===== src/rtl/uart_hex_pkg.sv =====
// Shared constants, FSM encodings and hex/ASCII helpers for the UART hex command console.
package uart_hex_pkg;

   localparam logic [7:0] ASCII_CR = 8'h0D;
   localparam logic [7:0] ASCII_LF = 8'h0A;

   typedef enum logic {
      RX_COLLECT = 1'b0,
      RX_HOLD    = 1'b1
   } rx_state_e;

   typedef enum logic [1:0] {
      TX_IDLE  = 2'd0,
      TX_DIGIT = 2'd1,
      TX_EOL   = 2'd2
   } tx_state_e;

   function automatic logic ascii_is_hex(input logic [7:0] c);
      return ((c >= 8'h30) && (c <= 8'h39)) ||
             ((c >= 8'h41) && (c <= 8'h46)) ||
             ((c >= 8'h61) && (c <= 8'h66));
   endfunction

   // Only meaningful when ascii_is_hex(c) is true.
   function automatic logic [3:0] ascii_to_nibble(input logic [7:0] c);
      logic [7:0] v;
      if (c <= 8'h39)
         v = c - 8'h30;
      else if (c <= 8'h46)
         v = c - 8'h37;
      else
         v = c - 8'h57;
      return v[3:0];
   endfunction

   function automatic logic [7:0] nibble_to_ascii(input logic [3:0] n);
      if (n < 4'd10)
         return {4'h3, n};
      return 8'h37 + {4'h0, n};
   endfunction

endpackage


===== src/rtl/hex_nibble_ascii.sv =====
// Hex digit codec: ASCII in -> nibble + is_hex, and nibble in -> uppercase ASCII.
module hex_nibble_ascii
   import uart_hex_pkg::*;
(
   input  logic [7:0] ascii_i,
   output logic [3:0] nibble_o,
   output logic       is_hex_o,
   input  logic [3:0] nibble_i,
   output logic [7:0] ascii_o
);

   assign is_hex_o = ascii_is_hex(ascii_i);
   assign nibble_o = ascii_to_nibble(ascii_i);
   assign ascii_o  = nibble_to_ascii(nibble_i);

endmodule


===== src/rtl/uart_hex_cmd.sv =====
// Console front end: parses "<cmd><param>" hex lines from RX and prints hex responses on TX.
// Define UART_HEX_CMD_CRLF_EN to terminate printed responses with CR LF instead of CR only.
module uart_hex_cmd
   import uart_hex_pkg::*;
#(
   parameter int CMD_DIGITS   = 2,
   parameter int PARAM_DIGITS = 4
) (
   input  logic                      clk,
   input  logic                      rst_n,
   input  logic [7:0]                uart_io_rx_d,
   input  logic                      uart_io_rx_dv,
   output logic                      uart_io_rx_dr,
   output logic [4*CMD_DIGITS-1:0]   cmd,
   output logic [4*PARAM_DIGITS-1:0] param,
   output logic                      has_param,
   output logic                      cmd_valid,
   input  logic                      cmd_ready,
   output logic                      cmd_err,
   input  logic [4*PARAM_DIGITS-1:0] rsp_d,
   input  logic                      rsp_valid,
   output logic                      rsp_ready,
   output logic [7:0]                uart_io_tx_d,
   output logic                      uart_io_tx_dv,
   input  logic                      uart_io_tx_dr
);

   localparam int CW  = 4 * CMD_DIGITS;
   localparam int PW  = 4 * PARAM_DIGITS;
   localparam int TOT = CMD_DIGITS + PARAM_DIGITS;
   localparam int NW  = $clog2(TOT + 1);
   localparam int IW  = $clog2(PARAM_DIGITS + 1);

   localparam logic [NW-1:0] N_CMD  = NW'(CMD_DIGITS);
   localparam logic [NW-1:0] N_TOT  = NW'(TOT);
   localparam logic [IW-1:0] I_LAST = IW'(PARAM_DIGITS - 1);

   // ---------------- RX side ----------------
   rx_state_e      rx_state_q;
   logic [NW-1:0]  n_q;
   logic           ovf_q;
   logic [CW-1:0]  cmd_q;
   logic [PW-1:0]  param_q;
   logic           has_param_q;
   logic           cmd_err_q;

   logic [3:0]     rx_nib_d;
   logic           rx_is_hex_d;
   logic [7:0]     rx_ascii_unused;
   logic           rx_fire_d;

   hex_nibble_ascii u_rx_codec (
      .ascii_i  (uart_io_rx_d),
      .nibble_o (rx_nib_d),
      .is_hex_o (rx_is_hex_d),
      .nibble_i (4'h0),
      .ascii_o  (rx_ascii_unused)
   );

   assign rx_fire_d = uart_io_rx_dv && (rx_state_q == RX_COLLECT);

   always_ff @(posedge clk or negedge rst_n) begin
      if (!rst_n) begin
         rx_state_q  <= RX_COLLECT;
         n_q         <= '0;
         ovf_q       <= 1'b0;
         cmd_q       <= '0;
         param_q     <= '0;
         has_param_q <= 1'b0;
         cmd_err_q   <= 1'b0;
      end else begin
         cmd_err_q <= 1'b0;
         if ((rx_state_q == RX_HOLD) && cmd_ready)
            rx_state_q <= RX_COLLECT;
         if (rx_fire_d) begin
            if (uart_io_rx_d == ASCII_CR) begin
               n_q   <= '0;
               ovf_q <= 1'b0;
               if (n_q == N_CMD) begin
                  param_q     <= '0;
                  has_param_q <= 1'b0;
                  rx_state_q  <= RX_HOLD;
               end else if ((n_q == N_TOT) && !ovf_q) begin
                  has_param_q <= 1'b1;
                  rx_state_q  <= RX_HOLD;
               end else if (n_q != '0) begin
                  cmd_err_q <= 1'b1;
               end
            end else if (rx_is_hex_d) begin
               if (n_q == N_TOT) begin
                  ovf_q <= 1'b1;
               end else begin
                  // Digit n lands in nibble (TOT-1-n) of the concatenated {cmd, param} field.
                  for (int i = 0; i < CMD_DIGITS; i++)
                     if (n_q == NW'(CMD_DIGITS - 1 - i))
                        cmd_q[4*i +: 4] <= rx_nib_d;
                  for (int i = 0; i < PARAM_DIGITS; i++)
                     if (n_q == NW'(TOT - 1 - i))
                        param_q[4*i +: 4] <= rx_nib_d;
                  n_q <= n_q + NW'(1);
               end
            end
         end
      end
   end

   assign uart_io_rx_dr = (rx_state_q == RX_COLLECT);
   assign cmd_valid     = (rx_state_q == RX_HOLD);
   assign cmd           = cmd_q;
   assign param         = param_q;
   assign has_param     = has_param_q;
   assign cmd_err       = cmd_err_q;

   // ---------------- TX side ----------------
   tx_state_e      tx_state_q;
   logic [PW-1:0]  shift_q;
   logic [IW-1:0]  idx_q;
   logic [7:0]     tx_d_q;
   logic           tx_dv_q;
`ifdef UART_HEX_CMD_CRLF_EN
   logic           lf_q;
`endif

   logic [3:0]     tx_nib_d;
   logic [7:0]     tx_ascii_d;
   logic [3:0]     tx_nib_unused;
   logic           tx_is_hex_unused;
   logic           tx_fire_d;

   // In IDLE the first digit comes straight from rsp_d so it is ready the cycle after acceptance.
   assign tx_nib_d  = (tx_state_q == TX_IDLE) ? rsp_d[PW-1 -: 4] : shift_q[PW-1 -: 4];
   assign tx_fire_d = tx_dv_q && uart_io_tx_dr;

   hex_nibble_ascii u_tx_codec (
      .ascii_i  (8'h00),
      .nibble_o (tx_nib_unused),
      .is_hex_o (tx_is_hex_unused),
      .nibble_i (tx_nib_d),
      .ascii_o  (tx_ascii_d)
   );

   always_ff @(posedge clk or negedge rst_n) begin
      if (!rst_n) begin
         tx_state_q <= TX_IDLE;
         shift_q    <= '0;
         idx_q      <= '0;
         tx_d_q     <= 8'h00;
         tx_dv_q    <= 1'b0;
`ifdef UART_HEX_CMD_CRLF_EN
         lf_q       <= 1'b0;
`endif
      end else begin
         case (tx_state_q)
            TX_IDLE: begin
               if (rsp_valid) begin
                  shift_q    <= rsp_d << 4;
                  idx_q      <= '0;
                  tx_d_q     <= tx_ascii_d;
                  tx_dv_q    <= 1'b1;
                  tx_state_q <= TX_DIGIT;
               end
            end
            TX_DIGIT: begin
               if (tx_fire_d) begin
                  if (idx_q == I_LAST) begin
                     tx_d_q     <= ASCII_CR;
                     tx_state_q <= TX_EOL;
                  end else begin
                     tx_d_q  <= tx_ascii_d;
                     shift_q <= shift_q << 4;
                     idx_q   <= idx_q + IW'(1);
                  end
               end
            end
            TX_EOL: begin
               if (tx_fire_d) begin
`ifdef UART_HEX_CMD_CRLF_EN
                  if (!lf_q) begin
                     tx_d_q <= ASCII_LF;
                     lf_q   <= 1'b1;
                  end else begin
                     lf_q       <= 1'b0;
                     tx_d_q     <= 8'h00;
                     tx_dv_q    <= 1'b0;
                     tx_state_q <= TX_IDLE;
                  end
`else
                  tx_d_q     <= 8'h00;
                  tx_dv_q    <= 1'b0;
                  tx_state_q <= TX_IDLE;
`endif
               end
            end
            default: begin
               tx_d_q     <= 8'h00;
               tx_dv_q    <= 1'b0;
               tx_state_q <= TX_IDLE;
            end
         endcase
      end
   end

   assign rsp_ready     = (tx_state_q == TX_IDLE);
   assign uart_io_tx_d  = tx_d_q;
   assign uart_io_tx_dv = tx_dv_q;

endmodule


===== config.mk =====
export PLATFORM = sky130hd
export DESIGN_NAME = uart_hex_cmd
export DESIGN_NICKNAME = d
export VERILOG_FILES = /design/src/rtl/uart_hex_pkg.sv /design/src/rtl/hex_nibble_ascii.sv /design/src/rtl/uart_hex_cmd.sv
export SDC_FILE = /design/constraint.sdc
export NUM_CORES = 1
export LEC_CHECK = 0
export BUFFER_PORTS_ARGS = -buffer_cell sky130_fd_sc_hd__buf_2
export CAP_MARGIN = 20
export CORE_UTILIZATION = 35
export CTS_CLUSTER_SIZE = 20
export DETAILED_ROUTE_END_ITERATION = 6
export PLACE_DENSITY = 0.57
export SYNTH_ARGS = -nofsm -noshare
export SYNTH_HDL_FRONTEND = slang
export SYNTH_HIERARCHICAL = 1
export SYNTH_SLANG_ARGS = --single-unit

===== constraint.sdc =====
create_clock -name clk -period 4.6 [get_ports clk]
set_clock_uncertainty 0.2 [all_clocks]
set_input_delay 0.92 -clock clk [delete_from_list [all_inputs] [get_ports clk]]
set_output_delay 0.92 -clock clk [all_outputs]
set_load 0.03 [all_outputs]

* Word-level counts from Yosys, hierarchy flattened
Cells that the tools add are included.
** Storage, ports and cells
- Output and inout port bits :: 38
- Bits in registers :: 61
- Bits of input ports :: 30
- Word-level logic and storage cells :: 136
** Operators by class
- Order comparisons :: 7
- $add $sub $neg :: 6
- Bitwise logic cells :: 4
- Multiplexer cells :: 53
- Reductions and logical operators :: 33
- Equality and inequality tests :: 17
** Operators by type and width (number)
- two-way mux 16 bit :: 7
- two-way mux 8 bit :: 6
- case mux 16 bit (2 select lines) :: 1
- two-way mux 4 bit :: 7
- AND reduction 5 bit :: 5
- case mux 8 bit (3 select lines) :: 1
- two-way mux 1 bit :: 18
- two-way mux 3 bit :: 6
- >= comparator 8 x 7 -> 1 bit, second input constant :: 2
- <= comparator 8 x 7 -> 1 bit, second input constant :: 2
- AND reduction 3 bit :: 5
- nonzero test 2 bit :: 7
- inequality test 2 bit, second input constant :: 6
- AND reduction 4 bit :: 3
- == test 3 x 2 -> 1 bit, second input constant :: 3
- == test 3 bit, second input constant :: 3
- == test 8 x 4 -> 1 bit, second input constant :: 1
- >= comparator 8 x 6 -> 1 bit, second input constant :: 1
- <= comparator 8 x 6 -> 1 bit, second input constant :: 1
- two-way mux 2 bit :: 4
- subtractor 4 x 3 -> 4 bit, second input constant :: 2
- adder 6 x 4 -> 7 bit, first input constant :: 1
- logical AND 1 bit :: 7
- adder 3 x 1 -> 3 bit, second input constant :: 2
- other kinds (15) :: 19

* Depth between registers and ports, before layout
Gate-level depths: netlist of the first run.
- Depth in word-level cells :: 8
- Mapped depth :: 11
- Gate-level depth less buffers :: 10

* Cells and area by module
The synthesis of the first run kept the hierarchy.
** By module, submodules not included
- uart_hex_cmd :: area each 2666.3 sq um, cells an instance 218, times used 1, sequential area each 1426.4 sq um
- hex_nibble_ascii :: area each 260.2 sq um, cells an instance 40, times used 2, sequential area each 0.0 sq um

* Least setup slack after synthesis of the first run
Ideal clock, no wire load.
- Kind :: in2reg
- From :: in uart_io_rx_d[3]
- To :: reg param_q[10] (netlist: param[10])
- Library setup time :: 0.125 ns
- Cell stages on the path :: 7
- Path slack :: 1.629 ns
- Buffers on the path :: 1
- Data arrival time :: 2.646 ns
- Path through :: or4b_1 -> a21oi_1 -> a32o_2 -> and2_1 -> clkbuf_1 -> a41o_4 -> mux2_4
** Between the ends
- Elaborated cells on any way between the ends :: 23
** RTL lines
- start, declared :: RTL line uart_hex_cmd.sv:11 : input logic [7:0] uart_io_rx_d,
- >= comparator 8 x 6 -> 1 bit (tied with other cells) :: RTL line uart_hex_pkg.sv:19 : return ((c >= 8'h30) && (c <= 8'h39)) ||
- logical AND 1 bit, on equally long branches :: RTL line uart_hex_pkg.sv:19, uart_hex_pkg.sv:20
- logical OR 1 bit :: RTL line uart_hex_pkg.sv:19
- logical OR 1 bit (*) :: RTL line uart_hex_pkg.sv:20 : ((c >= 8'h41) && (c <= 8'h46)) ||
- net rx_is_hex_d :: RTL line uart_hex_cmd.sv:48 : logic rx_is_hex_d;
- nonzero test 2 bit (no line) (*)
- AND reduction 5 bit (no line) (*)
- end signal, assigned by index :: RTL line uart_hex_cmd.sv:99 : param_q[4*i +: 4] <= rx_nib_d;
- end, declared :: RTL line uart_hex_cmd.sv:43 : logic [PW-1:0] param_q;
Mark *: on every way through the listed nets, which the timed path passes. The rest lies on a longest branch. The select of a mux whose other input is x is not followed.
A chain may end at the register's enable or synchronous reset.

* Worst setup path in the final report of the first run
- From :: in uart_io_rx_d[0]
- To :: reg param_q[5] (netlist: param[5])
The elaborated chain is that of the path after synthesis.

==> impl_metrics.py, run 1 <==
metrics = {
    "cells_and_area": {
        "finalNetCount": 369,
        "finalCoreUtilization_pct": 44.91,
        "antenna-diode-count": 0,
        "final_layout_size_suffix_gt1_share_pct": 37.95,
        "layout-area-overhead-vs-synth_pct": 21.19,
    },
    "clock_network": {
        "hold_fix_buffer_count_after_cts": 0,
        "cts_root_buf": "clkbuf_8",
        "cts_sinks": 57,
        "max-clock-path-buffers": 2,
        "clock_insertion_delay_worst_skew_ps": 330,
        "post_cts.repair.setup_buffers": 0,
        "tritoncts": "done",
        "tritoncts.num_buffers": 9,
        "ctsHtreeMaxLevel": 3,
        "clock_pin_slew_on_the_worst_setup_and_hold_paths_ps": 60,
        "post_cts_sizing_count": 0,
    },
    "grt": {
        "vias_in_the_first_global_route": 2236,
        "antenna_found_initial": 0,
        "groute.usage.overall_pct": 16.33,
        "remaining_global_route_overflow": 0,
        "global_route_wire_length_before_repair_mm": 10.84,
        "grt_max_degree": 36,
    },
    "run_status": {
        "outcome": "complete, no violations",
    },
    "min_path": {
        "min_path_type": "flop to flop",
        "holdPathEnd": "shift_q[13]",
        "worstHoldStart": "shift_q[13]",
        "holdPathStages": 2,
    },
    "detailed_routing": {
        "detail_route.drc_violations": 0,
        "per_cell_routed_wire_length_microns": 14.91,
        "detailedRoute.firstPassIterationCount": 4,
        "route.vias.total": 2196,
        "drt_iter0_drc": 67,
        "viasPerCell": 5.060,
        "postRouteAntennaNets": 0,
        "drt_wl_total_mm": 6.470,
    },
    "sta": {
        "fin_ws_ps": 1692,
        "setup_viol": 0,
        "max_slew_margin_pct": 53.80,
        "final-max-slew-violation-count": 0,
        "fin_setup_tns_ps": 0,
        "layout_worst_path_cycle_share_pct": 63.22,
        "rsz0062_at_grt": "false",
        "hold_viol": 0,
        "finalCriticalPeriod_ps": 2908,
        "clock.fmax_mhz": 343.9,
        "timing_worst_slew_pin_value_ps": 690.5,
    },
    "setup_path": {
        "cp_num_buf_inv": 2,
        "crit_path_cell_trace": "buf_2 > inv_1 > ha_1 > o21bai_1 > a21oi_2 > a32o_2 > and2_1 > a41oi_2 > mux2_2",
        "slowest_stage": "mux2_2",
        "path_max_fanout": 6,
        "crit_path_start_kind": "input pin",
        "cp_slowest_stage_delay_ps": 370,
        "critPathRequiredTime_ps": 4620,
        "critical-path-top-delay-family": "compound AO/OA/AOI/OAI gates",
        "r2r-end": "uart_io_tx_d[0]",
        "setup.reg_to_reg.worst_slack_ps": 1790,
        "r2r.worst_path.cells": 7,
        "critical_path_type": "input pin to flop",
        "end_kind": "flop",
        "critical_path.reg2reg.startpoint": "tx_state_q[1]",
        "crit_arrival_ps": 2920,
    },
    "power_and_ir_drop": {
        "p_per_area_nw_per_um2": 642.7,
        "fin_total_pwr_w": 0.002277,
        "static-leakage-power_nw": 1.775,
        "vdd.ir_drop.worst_uv": 356.3,
    },
    "die": {
        "die-area_sq_um": 8721,
        "fp.dieH_microns": 93.39,
        "design.portCount": 68,
        "floorplan.core_area_sq_um": 7888,
        "initial_cell_density_of_the_core_pct": 37.06,
        "std_cell_rows": 32,
        "chipWidth_microns": 93.39,
    },
    "place": {
        "routabilityCongestion": 0.8189,
        "numPortBuffers": 67,
        "post-dp-hpwl_mm": 4.744,
        "place_worst_setup_slack_ps": 1354,
    },
    "job": {
        "cap_viol_max_count": 0,
    },
    "logic_synthesis": {
        "synth.net_count": 298,
        "yosys_warnings": 6,
        "post_synth_inst_count": 257,
        "synth_area_sq_um": 2923,
        "postSynthAreaPerCell_sq_um": 11.37,
    },
}
sequential cells by signal, summed over array words and instances, names as in the netlist, 2 cells and up:
| register | cells |
|---|---|
| cmd | 8 |
| n_q | 3 |
| param | 16 |
| tx_state_q | 2 |
| idx_q | 3 |
| shift_q | 12 |
| uart_io_tx_d | 8 |
worst max path at each step:
stage / start / to / slack [ps] / cells after the start
floorplan: uart_io_rx_d[3] / param[10] / 1630 / 7
global placement: uart_io_rx_d[0] / param[5] / 1380 / 9
detailed placement: uart_io_rx_d[0] / param[5] / 1350 / 9
CTS: tx_state_q[1] / rsp_ready / 1710 / 2
global route: tx_state_q[1] / uart_io_tx_d[0] / 1560 / 7
finish: uart_io_rx_d[0] / param[5] / 1690 / 9
layout make-up:
cell class | instances | area (sq um)
fillers | 772 | 4345
flip-flops and latches | 57 | 1426
multi-input cells | 178 | 1394
repair buffers | 69 | 350.3
clock buffers | 12 | 155.1
well taps | 102 | 127.6
inverters | 13 | 48.80
clock inverters | 3 | 40.04
per-layer routing:
metal	track usage, %	part of all wire [%]
met3	5.447	5.4
met2	27.76	50
met5	0	0
met4	4.615	0.83
met1	19.66	44
placed cells by master, fill, tap and decap left out, drive strengths merged, types with 5 or more instances in the layout:
| cell type | instances |
|---|---|
| inv | 13 |
| dfrtp | 57 |
| and2 | 6 |
| ha | 11 |
| o21ai | 17 |
| a21oi | 14 |
| clkbuf | 12 |
| buf | 69 |
| mux2i | 8 |
| nand2 | 23 |
| nor2 | 11 |
| mux2 | 29 |
| a32o | 5 |
| a22o | 10 |
| nand2b | 5 |
worst register-to-register path: stages (launching register included):
cell and delay (ps):
dfrtp_1 500, nor2_1 580, mux2_2 460, o21ai_0 380, xnor2_1 110, a21oi_1 140
nor2_1 50, mux2_2 260
per-stage QoR:
stage | std cells | instance area [sq um] | hold WS (ps)
CTS | 434 | 3542 | 283.1
global route | 434 | 3542 | 313.1
finish | 434 | 3542 | 276.6
floorplan | 257 | 2923 | 242.8
detailed placement | 419 | 3347 | 270.4
global placement | 419 | 3347 | 254.4
where the power goes:
group	switching (W)	leakage (nW)	internal, W
combinational	0.000610	0.934	0.000388
clock	0.000189	0.102	0.000275
sequential	0.000122	0.738	0.000693
No activity file was read; power rests on OpenSTA's default activity.
==> run 2: changes to the inputs <==
clock period = 2.7 ns   (was 4.6 ns; I/O delays follow)
==> run 2 against run 1 <==
  * Non-clock buffer count grew 12
  * Total power grew 72%
  * Worst hold slack lost 81 ps
  * Clock power grew 70%
  * Via count shrank 0.23%
  * Final area grew 3.1%
  * Sequential power grew 69%
  * Critical path type unchanged
  * Largest power group unchanged
==> impl_metrics.py, run 2 (synthesis gave the netlist of run 1 again) <==
metrics = {
    "detailed_routing": {
        "detailedRoute.firstPassIterationCount": 4,
        "drt_wl_total_mm": 6.475,
        "per_cell_routed_wire_length_microns": 14.49,
        "viasPerCell": 4.902,
        "detail_route.drc_violations": 0,
        "drt_iter0_drc": 67,
        "route.vias.total": 2191,
        "postRouteAntennaNets": 0,
    },
    "clock_network": {
        "tritoncts": "done",
        "post_cts.repair.setup_buffers": 0,
        "clock_pin_slew_on_the_worst_setup_and_hold_paths_ps": 70,
        "max-clock-path-buffers": 2,
        "clock_insertion_delay_worst_skew_ps": 330,
        "tritoncts.num_buffers": 9,
        "ctsHtreeMaxLevel": 3,
        "cts_sinks": 57,
        "cts_root_buf": "clkbuf_8",
    },
    "place": {
        "placedCellCount": 430,
        "routabilityCongestion": 0.8017,
        "placed_area_sq_um": 3445,
        "numPortBuffers": 67,
        "post-dp-hpwl_mm": 4.782,
    },
    "setup_path": {
        "end_kind": "flop",
        "critPathRequiredTime_ps": 2720,
        "critical_path_type": "input pin to flop",
        "crit_arrival_ps": 2420,
        "crit_path_start_kind": "input pin",
        "path_max_fanout": 6,
    },
    "cells_and_area": {
        "final_cell_area_sq_um": 3651,
        "layout-area-overhead-vs-synth_pct": 24.91,
        "most_common_cell_after_layout_fill_and_taps_aside": "buf_2",
        "multi_input_area_sq_um": 1396,
        "most-common-layout-cells": "buf_2 (67), dfrtp_1 (57), mux2_2 (25)",
        "layoutNonFillerInstCount": 447,
        "final_layout_size_suffix_gt1_share_pct": 40.29,
        "finalNetCount": 381,
        "antenna-diode-count": 0,
        "fill_cells": 776,
        "regArea_sq_um": 1426,
        "largest_register_ff_count": 16,
        "finalCoreUtilization_pct": 46.29,
    },
    "min_path": {
        "min_path_type": "input pin to flop",
    },
    "sta": {
        "final-max-slew-violation-count": 0,
        "finalCriticalPeriod_ps": 2402,
        "holdWs_ps": 195.8,
        "rsz0062_at_grt": "false",
        "setup_viol": 0,
        "timing_worst_slew_pin_value_ps": 612.3,
        "hold_viol": 0,
        "max_slew_margin_pct": 58.91,
        "layout_worst_path_cycle_share_pct": 88.96,
        "clock.fmax_mhz": 416.3,
    },
    "grt": {
        "global_route_wire_length_before_repair_mm": 10.73,
        "vias_in_the_first_global_route": 2148,
        "grt_max_degree": 37,
        "groute.usage.overall_pct": 16.29,
        "antenna_found_initial": 0,
        "remaining_global_route_overflow": 0,
    },
    "die": {
        "std_cell_rows": 32,
        "initial_cell_density_of_the_core_pct": 37.06,
        "floorplan.core_area_sq_um": 7888,
        "fp.dieH_microns": 93.39,
        "die-area_sq_um": 8721,
        "chipWidth_microns": 93.39,
        "design.portCount": 68,
    },
    "power_and_ir_drop": {
        "fin_total_pwr_w": 0.003926,
        "static-leakage-power_nw": 1.830,
        "p_per_area_nw_per_um2": 1075,
        "vdd.ir_drop.worst_uv": 558.1,
    },
    "run_status": {
        "outcome": "complete, no violations",
    },
    "job": {
        "cap_viol_max_count": 0,
    },
}
==> run 2: per-stage QoR <==
step                      setup TNS [ps]  worst slack [ps]
after floorplan                        0             108.9
after global placement            -82.50            -21.38
after detailed placement          -167.2            -36.86
after CTS                              0             306.1
after global routing                   0             191.1
final                                  0             298.0
==> run 2: cell type report <==
type,count,share of cell area [%]
sequential,57,39.07
timing repair buffer,81,12.47
multi-input combinational,178,38.25
tap,102,3.496
inverter,13,1.337
clock inverter,5,1.508
clock buffer,11,3.873
==> run 2: repair_timing <==
item / CTS / global route
resized for setup: 0 / 0
endpoints found under the setup margin: 0 / 0
endpoints found under the hold margin: 10 / 0
hold buffers: 1 / 0
==> run 2: worst paths after layout <==
path	slack, ps	endpoint	cells after the start	start
hold / removal	200	cmd_valid	2	cmd_ready
max in group asynchronous	1180	idx_q[2]	3	rst_n
setup reg to reg	400	uart_io_tx_d[0]	7	tx_state_q[0]
setup / recovery	300	param[5]	9	uart_io_rx_d[0]
hold reg to reg	280	shift_q[14]	2	shift_q[14]
min in group asynchronous	530	param[12]	2	rst_n
==> run 2: power by group <==
part	switching (W)	total (W)	internal, W
Combinational	0.00106	0.00176	0.000703
Clock	0.000340	0.000788	0.000448
Sequential	0.000194	0.00138	0.00118
==> run 2: per-layer routing <==
metal | track usage, % | vias up | part of all wire [%]
li1 | - | 1094 | -
met1 | 20.61 | 1027 | 44
met2 | 26.78 | 62 | 50
met3 | 4.797 | 8 | 4.9
met4 | 5.000 | 0 | 1.3
met5 | 0 | - | 0
==> run 2: critical path, stage by stage <==
cell	delay (ps)
buf_2	130
inv_1	50
ha_1	210
o21bai_1	180
a21oi_2	90
a32o_2	270
and2_1	230
a41oi_2	350
mux2_2	370
==> run 3: changes to the inputs <==
CELL_PAD_IN_SITES_DETAIL_PLACEMENT = 1   (was default)
CELL_PAD_IN_SITES_GLOBAL_PLACEMENT = 1   (was default)
CTS_CLUSTER_DIAMETER = 30   (was default)
PLACE_DENSITY = 0.7   (was 0.57)
SKIP_CTS_REPAIR_TIMING = 1   (was default)
==> run 3 against run 2 <==
  * Count of clock-buffer cells in the layout is the same
  * Maximum frequency shrank 0.13%
  * Sequential cell count is the same
  * Total power grew 5.2%
  * Critical path depth grew 1
  * Die area is the same
  * Register-to-register slack lost 110 ps
==> impl_metrics.py, run 3 (synthesis gave the netlist of run 1 again) <==
metrics = {
    "run_status": {
        "outcome": "complete, no violations",
    },
    "clock_network": {
        "cts_sinks": 57,
        "clock_insertion_delay_worst_skew_ps": 340,
        "ctsHtreeMaxLevel": 3,
        "max-clock-path-buffers": 2,
        "cts_root_buf": "clkbuf_8",
        "tritoncts.num_buffers": 9,
        "clock_pin_slew_on_the_worst_setup_and_hold_paths_ps": 70,
        "tritoncts": "done",
    },
    "grt": {
        "groute.usage.overall_pct": 18.91,
        "vias_in_the_first_global_route": 2545,
        "grt_max_degree": 26,
        "antenna_found_initial": 0,
        "global_route_wire_length_before_repair_mm": 12.54,
        "remaining_global_route_overflow": 0,
    },
    "cells_and_area": {
        "finalNetCount": 386,
        "most-common-layout-cells": "buf_2 (67), dfrtp_1 (57), mux2_2 (25)",
        "layout-area-overhead-vs-synth_pct": 27.31,
        "layoutNonFillerInstCount": 452,
        "antenna-diode-count": 0,
        "largest_register_ff_count": 16,
        "final_layout_size_suffix_gt1_share_pct": 41.43,
        "fill_cells": 894,
        "most_common_cell_after_layout_fill_and_taps_aside": "buf_2",
    },
    "setup_path": {
        "crit_arrival_ps": 2430,
        "r2r.worst_path.cells": 10,
        "critPathRequiredTime_ps": 2720,
        "r2r-end": "uart_io_tx_d[2]",
        "path_max_fanout": 10,
        "setup.reg_to_reg.worst_slack_ps": 290,
        "endpoint": "uart_io_tx_d[2]",
        "startpoint": "tx_state_q[0]",
        "critical_path.reg2reg.startpoint": "tx_state_q[0]",
        "end_kind": "flop",
        "critical_path_type": "flop to flop",
        "crit_path_start_kind": "flop",
    },
    "die": {
        "chipWidth_microns": 93.39,
        "initial_cell_density_of_the_core_pct": 37.06,
        "std_cell_rows": 32,
        "floorplan.core_area_sq_um": 7888,
        "fp.dieH_microns": 93.39,
        "die-area_sq_um": 8721,
        "design.portCount": 68,
    },
    "detailed_routing": {
        "postRouteAntennaNets": 0,
        "viasPerCell": 5.164,
        "per_cell_routed_wire_length_microns": 16.43,
        "route.vias.total": 2334,
        "detail_route.drc_violations": 0,
        "drt_iter0_drc": 70,
        "top_signal_layer_used": "met4",
        "met2_layer_wire_length_in_the_routed_design_mm": 3.804,
        "met3WireLength_microns": 316,
        "detailedRoute.firstPassIterationCount": 4,
        "drt_wl_total_mm": 7.426,
        "met1_length_mm": 3.090,
    },
    "place": {
        "numPortBuffers": 67,
        "place_worst_setup_slack_ps": -47.65,
        "placedCellCount": 435,
        "routabilityCongestion": 0.7689,
        "post-dp-hpwl_mm": 5.637,
    },
    "sta": {
        "setup_viol": 0,
        "hold_viol": 0,
        "fin_ws_ps": 295.0,
        "layout_worst_path_cycle_share_pct": 89.08,
        "final-max-slew-violation-count": 0,
        "max_slew_margin_pct": 56.84,
        "clock.fmax_mhz": 415.8,
        "fin_setup_tns_ps": 0,
        "holdWs_ps": 201.2,
        "timing_worst_slew_pin_value_ps": 647.4,
        "finalCriticalPeriod_ps": 2405,
        "rsz0062_at_grt": "false",
    },
    "power_and_ir_drop": {
        "vdd.ir_drop.worst_uv": 595.6,
        "static-leakage-power_nw": 1.873,
        "p_per_area_nw_per_um2": 1110,
    },
    "min_path": {
        "min_path_type": "input pin to flop",
    },
    "job": {
        "cap_viol_max_count": 0,
    },
}
run 3: cell types whose count changed in the layout (fill, tap and decap cells not counted):
cell	before	now
buf_4	12	17
bufinv_16	1	2
clkbuf_1	1	0
clkbuf_8	10	11
clkinvlp_4	2	1
run 3: layer usage:
layer | vias to the layer above | track usage [%]
met5 | - | 0
met4 | 0 | 9.231
met3 | 17 | 3.984
met2 | 64 | 33.76
met1 | 1152 | 21.29
li1 | 1101 | -
run 3: where the power goes:
group / switching, W / internal [W]
Clock: 0.000365 / 0.000567
Combinational: 0.00109 / 0.000710
Sequential: 0.000216 / 0.00118
run 3: critical path, cell delays in order, from the launching register on:
cell and delay, ps:
dfrtp_1 490, nor2_2 250, mux2_2 430, inv_1 80, ha_1 210, nand2_1 80
nand2_1 60, o21ai_0 70, a21oi_1 120, nor2_1 50, mux2_2 250
run 3: area by class of cell:
type | count | area (sq um) | share of cell area [%]
Sequential cell | 57 | 1426 | 38.33
Inverter | 13 | 48.80 | 1.311
Clock buffer | 11 | 151.4 | 4.069
Timing Repair Buffer | 86 | 493.0 | 13.25
Multi-Input combinational cell | 178 | 1396 | 37.53
Clock inverter | 5 | 77.57 | 2.085
Tap cell | 102 | 127.6 | 3.430
run 3: worst min path at each step:
stage / start / endpoint / slack (ps) / depth (start not counted)
after global placement: idx_q[1] / idx_q[1] / 250 / 2
after floorplan: rst_n / cmd[0] / 40 / 0
after global routing: cmd_ready / cmd_valid / 180 / 2
final: cmd_ready / cmd_valid / 200 / 2
after CTS: rst_n / has_param / -50 / 1
after detailed placement: idx_q[1] / idx_q[1] / 270 / 2
run 3: per-stage QoR:
| step | util [%] | power (W) | area [sq um] |
|---|---|---|---|
| floorplan | - | 0.002644 | 2925 |
| global placement | 44.15 | 0.003160 | 3482 |
| detailed placement | 44.15 | 0.003233 | 3482 |
| CTS | 47.05 | 0.004183 | 3711 |
| global route | 47.18 | 0.004417 | 3721 |
| finish | 47.18 | 0.004130 | 3721 |
